`src/rtl/arith_pkg.sv`:
```
// Shared constants and state encoding for the add/subtract sequencer.
package arith_pkg;

    localparam int unsigned ARITH_WIDTH = 4;

    localparam logic SEL_ADD = 1'b0;
    localparam logic SEL_SUB = 1'b1;

    typedef enum logic [1:0] {
        IDLE  = 2'd0,
        DRIVE = 2'd1,
        HOLD  = 2'd2
    } seq_state_e;

endpackage : arith_pkg

```
`src/rtl/arith_overflow_detect.sv`:
```
// Signed two's-complement overflow for add/subtract.
// Present only when ARITH_OVERFLOW_FLAG_EN is defined.
`ifdef ARITH_OVERFLOW_FLAG_EN
module arith_overflow_detect
    import arith_pkg::*;
#(
    parameter int unsigned WIDTH = ARITH_WIDTH
) (
    input  logic [WIDTH-1:0] a,
    input  logic [WIDTH-1:0] b,
    input  logic             sel,
    input  logic [WIDTH-1:0] result,
    output logic             overflow
);

    localparam int unsigned M = WIDTH - 1;

    // Sign of result differs from A when operand signs make overflow possible.
    always_comb begin
        overflow = 1'b0;
        if (sel == SEL_SUB) begin
            overflow = (a[M] != b[M]) && (result[M] != a[M]);
        end else begin
            overflow = (a[M] == b[M]) && (result[M] != a[M]);
        end
    end

endmodule : arith_overflow_detect
`endif

```
`src/rtl/arith_op_sequencer.sv`:
```
// Valid/ready front-end and result capture for the add/subtract unit.
// Optional signed-overflow flag: define ARITH_OVERFLOW_FLAG_EN.
module arith_op_sequencer
    import arith_pkg::*;
#(
    parameter int unsigned WIDTH         = ARITH_WIDTH,
    parameter int unsigned SETTLE_CYCLES = 1,
    parameter int unsigned CNT_W         = 8
) (
    input  logic             clk,
    input  logic             rst_n,
    input  logic             InValid,
    output logic             InReady,
    input  logic [WIDTH-1:0] InA,
    input  logic [WIDTH-1:0] InB,
    input  logic             InSel,
    output logic [WIDTH-1:0] AluA,
    output logic [WIDTH-1:0] AluB,
    output logic             AluSel,
    input  logic [WIDTH-1:0] AluResult,
    input  logic             AluCarry,
    output logic             OutValid,
    input  logic             OutReady,
    output logic [WIDTH-1:0] OutResult,
    output logic             OutCarry,
    output logic             OutSel,
    output logic             OutOverflow,
    output logic [CNT_W-1:0] OpCount,
    output logic             Busy
);

    localparam int unsigned         SETTLE_W    = 4;
    localparam logic [SETTLE_W-1:0] SETTLE_LOAD = SETTLE_W'(SETTLE_CYCLES - 1);

    seq_state_e          state;
    seq_state_e          state_nxt;
    logic [SETTLE_W-1:0] settle_cnt;
    logic                accept_c;
    logic                capture_c;
    logic                retire_c;

    // State register.
    always_ff @(posedge clk or negedge rst_n) begin
        if (!rst_n) begin
            state <= IDLE;
        end else begin
            state <= state_nxt;
        end
    end

    // Next-state logic.
    always_comb begin
        state_nxt = state;
        case (state)
            IDLE:    if (InValid) state_nxt = DRIVE;
            DRIVE:   if (settle_cnt == '0) state_nxt = HOLD;
            HOLD:    if (OutReady) state_nxt = InValid ? DRIVE : IDLE;
            default: state_nxt = IDLE;
        endcase
    end

    // Handshake and control decode; in HOLD a new request rides on the retire edge.
    always_comb begin
        InReady   = 1'b0;
        Busy      = 1'b0;
        accept_c  = 1'b0;
        capture_c = 1'b0;
        retire_c  = 1'b0;
        case (state)
            IDLE: begin
                InReady  = 1'b1;
                accept_c = InValid;
            end
            DRIVE: begin
                Busy      = 1'b1;
                capture_c = (settle_cnt == '0);
            end
            HOLD: begin
                Busy     = 1'b1;
                InReady  = OutReady;
                retire_c = OutReady;
                accept_c = OutReady && InValid;
            end
            default: ;
        endcase
    end

    // Operand registers and settle counter; operands move only on accept.
    always_ff @(posedge clk or negedge rst_n) begin
        if (!rst_n) begin
            AluA       <= '0;
            AluB       <= '0;
            AluSel     <= 1'b0;
            settle_cnt <= '0;
        end else if (accept_c) begin
            AluA       <= InA;
            AluB       <= InB;
            AluSel     <= InSel;
            settle_cnt <= SETTLE_LOAD;
        end else if (state == DRIVE && settle_cnt != '0) begin
            settle_cnt <= settle_cnt - SETTLE_W'(1);
        end
    end

    // Result capture; held stable until the consumer takes it.
    always_ff @(posedge clk or negedge rst_n) begin
        if (!rst_n) begin
            OutValid  <= 1'b0;
            OutResult <= '0;
            OutCarry  <= 1'b0;
            OutSel    <= 1'b0;
        end else if (capture_c) begin
            OutValid  <= 1'b1;
            OutResult <= AluResult;
            OutCarry  <= AluCarry;
            OutSel    <= AluSel;
        end else if (retire_c) begin
            OutValid  <= 1'b0;
        end
    end

    // Completed-handshake counter, wraps naturally.
    always_ff @(posedge clk or negedge rst_n) begin
        if (!rst_n) begin
            OpCount <= '0;
        end else if (retire_c) begin
            OpCount <= OpCount + CNT_W'(1);
        end
    end

`ifdef ARITH_OVERFLOW_FLAG_EN
    logic ovf_c;
    logic out_ovf_q;

    arith_overflow_detect #(
        .WIDTH(WIDTH)
    ) u_ovf (
        .a       (AluA),
        .b       (AluB),
        .sel     (AluSel),
        .result  (AluResult),
        .overflow(ovf_c)
    );

    // Overflow flag captured alongside the result.
    always_ff @(posedge clk or negedge rst_n) begin
        if (!rst_n) begin
            out_ovf_q <= 1'b0;
        end else if (capture_c) begin
            out_ovf_q <= ovf_c;
        end
    end

    assign OutOverflow = out_ovf_q;
`else
    assign OutOverflow = 1'b0;
`endif

endmodule : arith_op_sequencer
```
`config.mk`:
```
export PLATFORM = sky130hd
export DESIGN_NAME = arith_op_sequencer
export DESIGN_NICKNAME = d
export VERILOG_FILES = /design/src/rtl/arith_pkg.sv /design/src/rtl/arith_overflow_detect.sv /design/src/rtl/arith_op_sequencer.sv
export SDC_FILE = /design/constraint.sdc
export NUM_CORES = 1
export LEC_CHECK = 0
export CELL_PAD_IN_SITES_DETAIL_PLACEMENT = 1
export CELL_PAD_IN_SITES_GLOBAL_PLACEMENT = 1
export CORE_MARGIN = 1.5
export CORE_UTILIZATION = 38
export DETAILED_ROUTE_END_ITERATION = 8
export GPL_TIMING_DRIVEN = 0
export PLACE_DENSITY = 0.94
export SKIP_CTS_REPAIR_TIMING = 1
export SLEW_MARGIN = 5
export SYNTH_ARGS = -nofsm -noshare
export SYNTH_HDL_FRONTEND = slang
export SYNTH_SLANG_ARGS = --single-unit
```
`constraint.sdc`:
```
create_clock -name clk -period 2.7 [get_ports clk]
set_input_delay 0.54 -clock clk [delete_from_list [all_inputs] [get_ports clk]]
set_output_delay 0.54 -clock clk [all_outputs]
set_load 0.03 [all_outputs]
```
==> results.txt <==
In this run the power spent charging and discharging nets is 1.10 mW. The HPWL after detailed placement is 2780 um. The final cell count without fillers came out at 208.

Synthesis instantiated 29 different standard cells from the library. For this run, the register share of the synthesized area comes to 0.542. The initial antenna violation count was 0. The share of total power in sequential cells came out at 0.329. The worst hold slack after final layout is 0.218 ns. The storage element area is 751 um2. Timing would allow up to 415 MHz. The average cell area after synthesis came out at approximately 12 um2.

The global placer's final weighted congestion came out at approximately 0.7. The synthesized-area fraction occupied by ao, oa, aoi and oai cells is 0.0606. The class of the tightest hold or removal check is input port to asynchronous set/reset pin.

The clock period minus worst slack is 2.41 ns. The layout overhead on the synthesized area came out at 38.3%. In the finished design, the share of the clock period the worst path needs comes to 0.892. The overall via count from detail_route came out at 1,075.

The horizontal extent of the die came out at 63.3 um. The routed length per placed instance is 17.4 um. Among all stages on the critical path, the largest delay is contributed by sky130_fd_sc_hd__clkdlybuf4s50_1. The later-pin clock latency in the skew report came out at 0.35 ns. The die covers between 0.004 and 0.005 mm2. The number of nets still failing antenna checks after routing came out at 0. The share of cell area taken by muxes after synthesis came out at 0.146. The share of power burned in the clock network came out at 0.104. The global route total overflow came out at 0. Grouping stages by cell kind, the critical path spends the most delay in buffers and inverters.

The clock arrives with between 0.01 and 0.015 ns of skew. After layout, the design draws a total of 2.47 mW. After the first detailed-routing iteration, the DRC count stood at 22.

The worst pin sits at a relative slew slack of 0.413. The hold violation total from the final report is 0. The max-slew violation count came out at 0. Synthesis handed over a netlist of 112 instances. The proportion of layout cells with a drive suffix above 1 came out at 0.167.

The number of input and output port buffers inserted came out at 43. The root buffer cell chosen for the clock tree is sky130_fd_sc_hd__clkbuf_4. The post-synthesis register bit count is 30. Setup violations remaining at the end of the flow were counted as 0. The largest fanout on the critical path came out at 4. The net count of the mapped netlist is 138. The max-capacitance violation count is 0.

The internal portion of total power came out at 1.37 mW. The total area of multi-input combinational cells came out at 591 um2. TritonCTS built the clock tree. The proportion of register bits with asynchronous set or reset after synthesis is 1.00. The overall routing resource usage is 0.202. The count of pins on the block boundary came out at 45. Measured along the y axis, the die boundary spans 63.3 um. The CTS clock-pin slew for the worst setup and hold paths came out at 0.10 ns.

The leading register cell type out of synthesis is sky130_fd_sc_hd__dfrtp_1. The first detailed-routing pass ran for 4 iterations. Traced cell by cell, the critical path runs through inv_1, ha_1, clkdlybuf4s50_1. The buffering stage count on the worst path with inverters included is 2.

The arrival time at the worst endpoint came out at 1.87 ns. The netlist area before placement came out at about 0.0014 mm2. By area, the combinational part of the netlist is dominated by multiplexers.

The final layout contains routed wiring with a total length of between 3000 and 4000 um. The proportion of power drawn by combinational gates is 0.567. No sink is reached through more buffers than the 2 on the longest clock path.

The kind of start point of the critical path is a flop. The number of warning messages in the yosys log is 0. The core region area came out at around 0.0034 mm2. The static leakage came out at 0.868 nW. The via count of the first global-routing pass came out at 1,229.

The critical path in this run is classified as flop to output pin. The final net count is 188. Dividing the detail-routed via count by the number of cells gives 5.17. Setup repair after global routing left no endpoint under its margin. The number of sinks on the clock net is 30. Yosys mapped a number of flops with a built-in enable equal to 0. For this run, design rule violations remaining after detail routing come to 0. The largest net degree at the start of global routing is 31. The initial core utilization came out at 0.405. The largest stage delay on the critical path came out at 0.67 ns.

The number of placement rows is 21. The simple-gate share of the synthesized area came out at 0.101. Of the total power, the share spent switching nets is 0.444. The H-tree was split into 2 levels. The flow ran to the end, and the final reports show no timing, DRC or antenna violations. The slew at the pin with the worst max-slew slack came out at 0.878 ns. STA classifies the critical path endpoint as an output pin. Of the total synthesized cell area, the portion taken by full adders, half adders and majority gates is 0.0723. The number of fill cells came out at between 300 and 400. The first global-routing pass estimated between 6000 and 7000 um of wire.

Of the total synthesized cell area, the portion taken by XOR and XNOR cells is 0.0443. 0 antenna diodes ended up in the layout. The power per cell area is 1290 mW/mm2.

Summed over all failing endpoints, the final setup total negative slack is 0 ns. The placed cell count came out at 201. The worst IR drop on VDD is 0.697 mV. The number of buffers inserted during clock tree synthesis came out at 5.

The worst path required time is between 2 and 2.5 ns.
[layer usage]
metal  routed length [um]  vias up  track usage  part of all wire
met3                  235        7       0.0625             0.065
met5                    0        -            0                 0
met4                   68        0       0.0897             0.019
met1                 1550      548        0.247              0.43
met2                 1770       38        0.328              0.49
li1                     -      482            -                 -
[placed cells by master (no fill, tap or decap)]
master	instances
sky130_fd_sc_hd__nor4b_2	1
sky130_fd_sc_hd__mux2_2	17
sky130_fd_sc_hd__nor3_1	2
sky130_fd_sc_hd__inv_1	8
sky130_fd_sc_hd__a2bb2oi_1	1
sky130_fd_sc_hd__a222oi_1	1
sky130_fd_sc_hd__nor3b_1	1
sky130_fd_sc_hd__a21o_1	1
sky130_fd_sc_hd__xor2_1	5
sky130_fd_sc_hd__clkbuf_4	5
sky130_fd_sc_hd__a21oi_1	5
sky130_fd_sc_hd__nand2b_1	1
sky130_fd_sc_hd__buf_4	1
sky130_fd_sc_hd__conb_1	1
sky130_fd_sc_hd__clkbuf_1	2
sky130_fd_sc_hd__ha_1	8
sky130_fd_sc_hd__a22oi_1	1
sky130_fd_sc_hd__dlymetal6s2s_1	1
sky130_fd_sc_hd__buf_2	2
sky130_fd_sc_hd__and3_1	3
sky130_fd_sc_hd__xnor2_1	2
sky130_fd_sc_hd__o21ai_0	3
sky130_fd_sc_hd__a211o_2	1
sky130_fd_sc_hd__dfrtp_1	30
sky130_fd_sc_hd__or3b_1	1
sky130_fd_sc_hd__nor2_1	4
sky130_fd_sc_hd__or3_1	1
sky130_fd_sc_hd__clkdlybuf4s50_1	41
sky130_fd_sc_hd__nand2_1	6
sky130_fd_sc_hd__nor4b_1	1
sky130_fd_sc_hd__nand4_1	1
sky130_fd_sc_hd__nand3_1	3
sky130_fd_sc_hd__mux2i_1	1
[synthesized netlist by cell type, drive strengths merged, types with 3 or more instances]
| cell type | instances | area (um2) |
|---|---|---|
| dfrtp | 30 | 751 |
| inv | 8 | 30.0 |
| a21oi | 5 | 25.0 |
| xor2 | 5 | 43.8 |
| nand3 | 3 | 15.0 |
| and3 | 3 | 18.8 |
| o21ai | 3 | 15.0 |
| nor2 | 4 | 15.0 |
| mux2 | 17 | 191 |
| ha | 8 | 100 |
| nand2 | 6 | 22.5 |
[flip-flops by register name, indices dropped and copies added, names as in the netlist]
register / flops
AluA: 4
AluSel: 1
AluB: 4
OutCarry: 1
OutValid: 1
OpCount: 8
OutSel: 1
settle_cnt: 4
state: 2
OutResult: 4
[metrics by stage]
step / area [um2] / utilization / worst slack, ns
after floorplan: 1380 / - / 0.832
after global placement: 1870 / 0.548 / 0.143
after detailed placement: 1870 / 0.548 / 0.108
after CTS: 1920 / 0.561 / -0.0398
after global routing: 1910 / 0.560 / 0.207
final: 1910 / 0.560 / 0.291
[final timing paths]
check	start	endpoint	slack, ns	cells after the start
hold / removal	rst_n	AluB[0]$_DFFE_PN0P_	0.22	1
setup / recovery	state[0]$_DFFE_PN0P_	Busy	0.29	3
max in group asynchronous	rst_n	settle_cnt[2]$_DFFE_PN0P_	2.04	1
min in group clk	OpCount[6]$_DFFE_PN0P_	OpCount[6]$_DFFE_PN0P_	0.50	1
hold reg to reg	OpCount[6]$_DFFE_PN0P_	OpCount[6]$_DFFE_PN0P_	0.50	1
setup reg to reg	state[1]$_DFFE_PN0P_	OutResult[0]$_DFFE_PN0P_	0.39	5
[logic make-up (layout without fill, tap and decap cells)]
kind of cell	count (synthesis)	in the layout
fa+ha+maj	8	8
buf+inv	10	60
mux	18	18
flops	30	30
xor+xnor	7	7
simple gates	25	25
other cells	1	1
compound gates	13	13
[power by group through the flow]
stage | Clock [mW] | Combinational [mW] | Sequential, mW
detailed placement | 0 | 1.41 | 0.819
floorplan | 0 | 0.553 | 1.09
finish | 0.257 | 1.40 | 0.814
CTS | 0.260 | 1.42 | 0.814
global placement | 0 | 1.33 | 0.791
global route | 0.280 | 1.50 | 0.839
[worst register-to-register path, stage by stage, from the launching register on]
cell and delay (ns):
sky130_fd_sc_hd__dfrtp_1 0.44, sky130_fd_sc_hd__inv_1 0.13, sky130_fd_sc_hd__ha_1 0.27, sky130_fd_sc_hd__inv_1 0.15, sky130_fd_sc_hd__nor4b_2 0.79, sky130_fd_sc_hd__mux2_2 0.42
[cell type report]
type                            instances  share of cell area
Inverter                                8              0.0157
Timing Repair Buffer                   43               0.224
Sequential cell                        30               0.392
Clock buffer                            7              0.0235
Tap cell                               46              0.0301
Multi-Input combinational cell         72               0.308
Buffer                                  2             0.00654
(Power assumes the default switching activity.)
==> RTL change (config.mk and constraints unchanged) <==
Re-encode `seq_state_e` (3 states) as one-hot, 3 bits wide.
--- a/src/rtl/arith_pkg.sv
+++ b/src/rtl/arith_pkg.sv
@@ -6,10 +6,10 @@
     localparam logic SEL_ADD = 1'b0;
     localparam logic SEL_SUB = 1'b1;
 
-    typedef enum logic [1:0] {
-        IDLE  = 2'd0,
-        DRIVE = 2'd1,
-        HOLD  = 2'd2
+    typedef enum logic [2:0] {
+        IDLE  = 3'b001,
+        DRIVE = 3'b010,
+        HOLD  = 3'b100
     } seq_state_e;
 
 endpackage : arith_pkg
Check against the original RTL: same outputs for any inputs over 10 cycles, from zero or initial values and one cycle with rst_n low; not proved beyond that.
==> RTL change against the unedited design <==
  * Routed wire length fell by 11%
  * Maximum frequency increased by 1.7%
  * Synthesized area grew 1.5%
  * Synthesized cell count grew 1.8%
  * Setup slack improved by 0.040 ns
  * Cell area up 2.9%
  * First-iteration DRC count up 27%
  * Non-clock buffer count increased by 3
  * Sequential cell count rose by 1
  * Die area rose by 1.5%
  * Clock power rose by 32%
  * Power shrank 5.2%
  * Hold slack better by 0.074 ns
==> RTL change: results <==
metrics = {
    "finish": {
        "fin_area_um2": 1970,
        "layout-drive-gt1-share_pct": 13.9,
        "nMultiInputCombCells": 73,
        "seq-cell-share_pct": 39.4,
        "multi_input_area_um2": 577,
        "num-nonclk-inverters": 5,
        "clkCellAreaFrac_pct": 4.06,
        "layout.nonclk_buf_share_pct": 23.4,
        "fin_nets": 185,
        "fillers": 377,
        "nClkBuffers": 8,
        "buffers_excl_clock": 48,
    },
    "setup_path": {
        "path_max_fanout": 8,
        "cp-startpoint": "state[1]$_DFFE_PN0P_",
        "r2r_start": "settle_cnt[0]$_DFFE_PN0P_",
    },
    "synth": {
        "synth_nets": 135,
        "synth_compound_area_share_pct": 6.41,
        "synth.area.top_cells": "dfrtp_1 (53%), mux2_4 (6.4%), mux2_1 (4.0%)",
        "ys_top_cells_by_count": "dfrtp_1 (30), nand2_1 (8), a21oi_1 (7)",
        "synth_adder_area_share_pct": 2.67,
        "yosysSeqAreaShare_pct": 55.3,
        "synth.distinct_cells": 36,
        "synth-xor-area-share_pct": 4.36,
        "synth.area.mux_share_pct": 13.6,
        "syn_avg_cell_area_um2": 12.3,
    },
    "placed_design": {
        "port_buffers": 43,
        "place_ws_ns": 0.00147,
        "place_area_um2": 1890,
        "post-dp-hpwl_um": 2390,
        "dp_cells": 203,
    },
    "power_and_ir_drop": {
        "ir_drop_uv": 505,
        "power.share.combinational_pct": 51.8,
        "switching_share_pct": 40.1,
        "pwr-share-clk_pct": 14.5,
        "p_leak_nw": 0.875,
        "clock_power_uw": 339,
    },
    "clocking": {
        "cts_sinks": 31,
        "clk_latency_ns": 0.28,
        "cts_root_buffer": "clkbuf_8",
        "path_clk_slew_ns": 0.06,
        "htreeDepth": 2,
    },
    "global_routing": {
        "grt_max_degree": 32,
        "grt_use_total_pct": 17.7,
        "grt_pass1_wl_um": 5380,
    },
    "drt": {
        "num_vias": 1065,
        "routed_wirelength_um": 3240,
        "viasPerCell": 5.05,
    },
    "sta": {
        "maxSlewHeadroom_pct": 55.0,
    },
    "status": {
        "outcome": "complete, no violations",
    },
}
[RTL change: cell count changes after synthesis, sizes merged, moves of 3 or more]
cell | unedited run | this run
and3 | 3 | 0
nor2 | 4 | 1
nand2b | 1 | 4
ha | 8 | 3
inv | 8 | 5
[RTL change: final timing paths]
check	end	slack [ns]	depth (start not counted)
max	Busy	0.33	3
min	OpCount[7]$_DFFE_PN0P_	0.29	1
max reg2reg	OutResult[1]$_DFFE_PN0P_	0.74	6
min reg2reg	OpCount[7]$_DFFE_PN0P_	0.47	1
max in group asynchronous	AluA[2]$_DFFE_PN0P_	1.97	1
min in group clk	OpCount[7]$_DFFE_PN0P_	0.47	1
[RTL change: routing by layer]
| layer | part of all wire [%] | vias to the layer above | global-route usage, % |
|---|---|---|---|
| met3 | 4.1 | 5 | 4.93 |
| li1 | - | 495 | - |
| met2 | 51 | 30 | 29.2 |
| met5 | 0 | - | 0 |
| met1 | 43 | 535 | 21.4 |
| met4 | 1.8 | 0 | 8.15 |
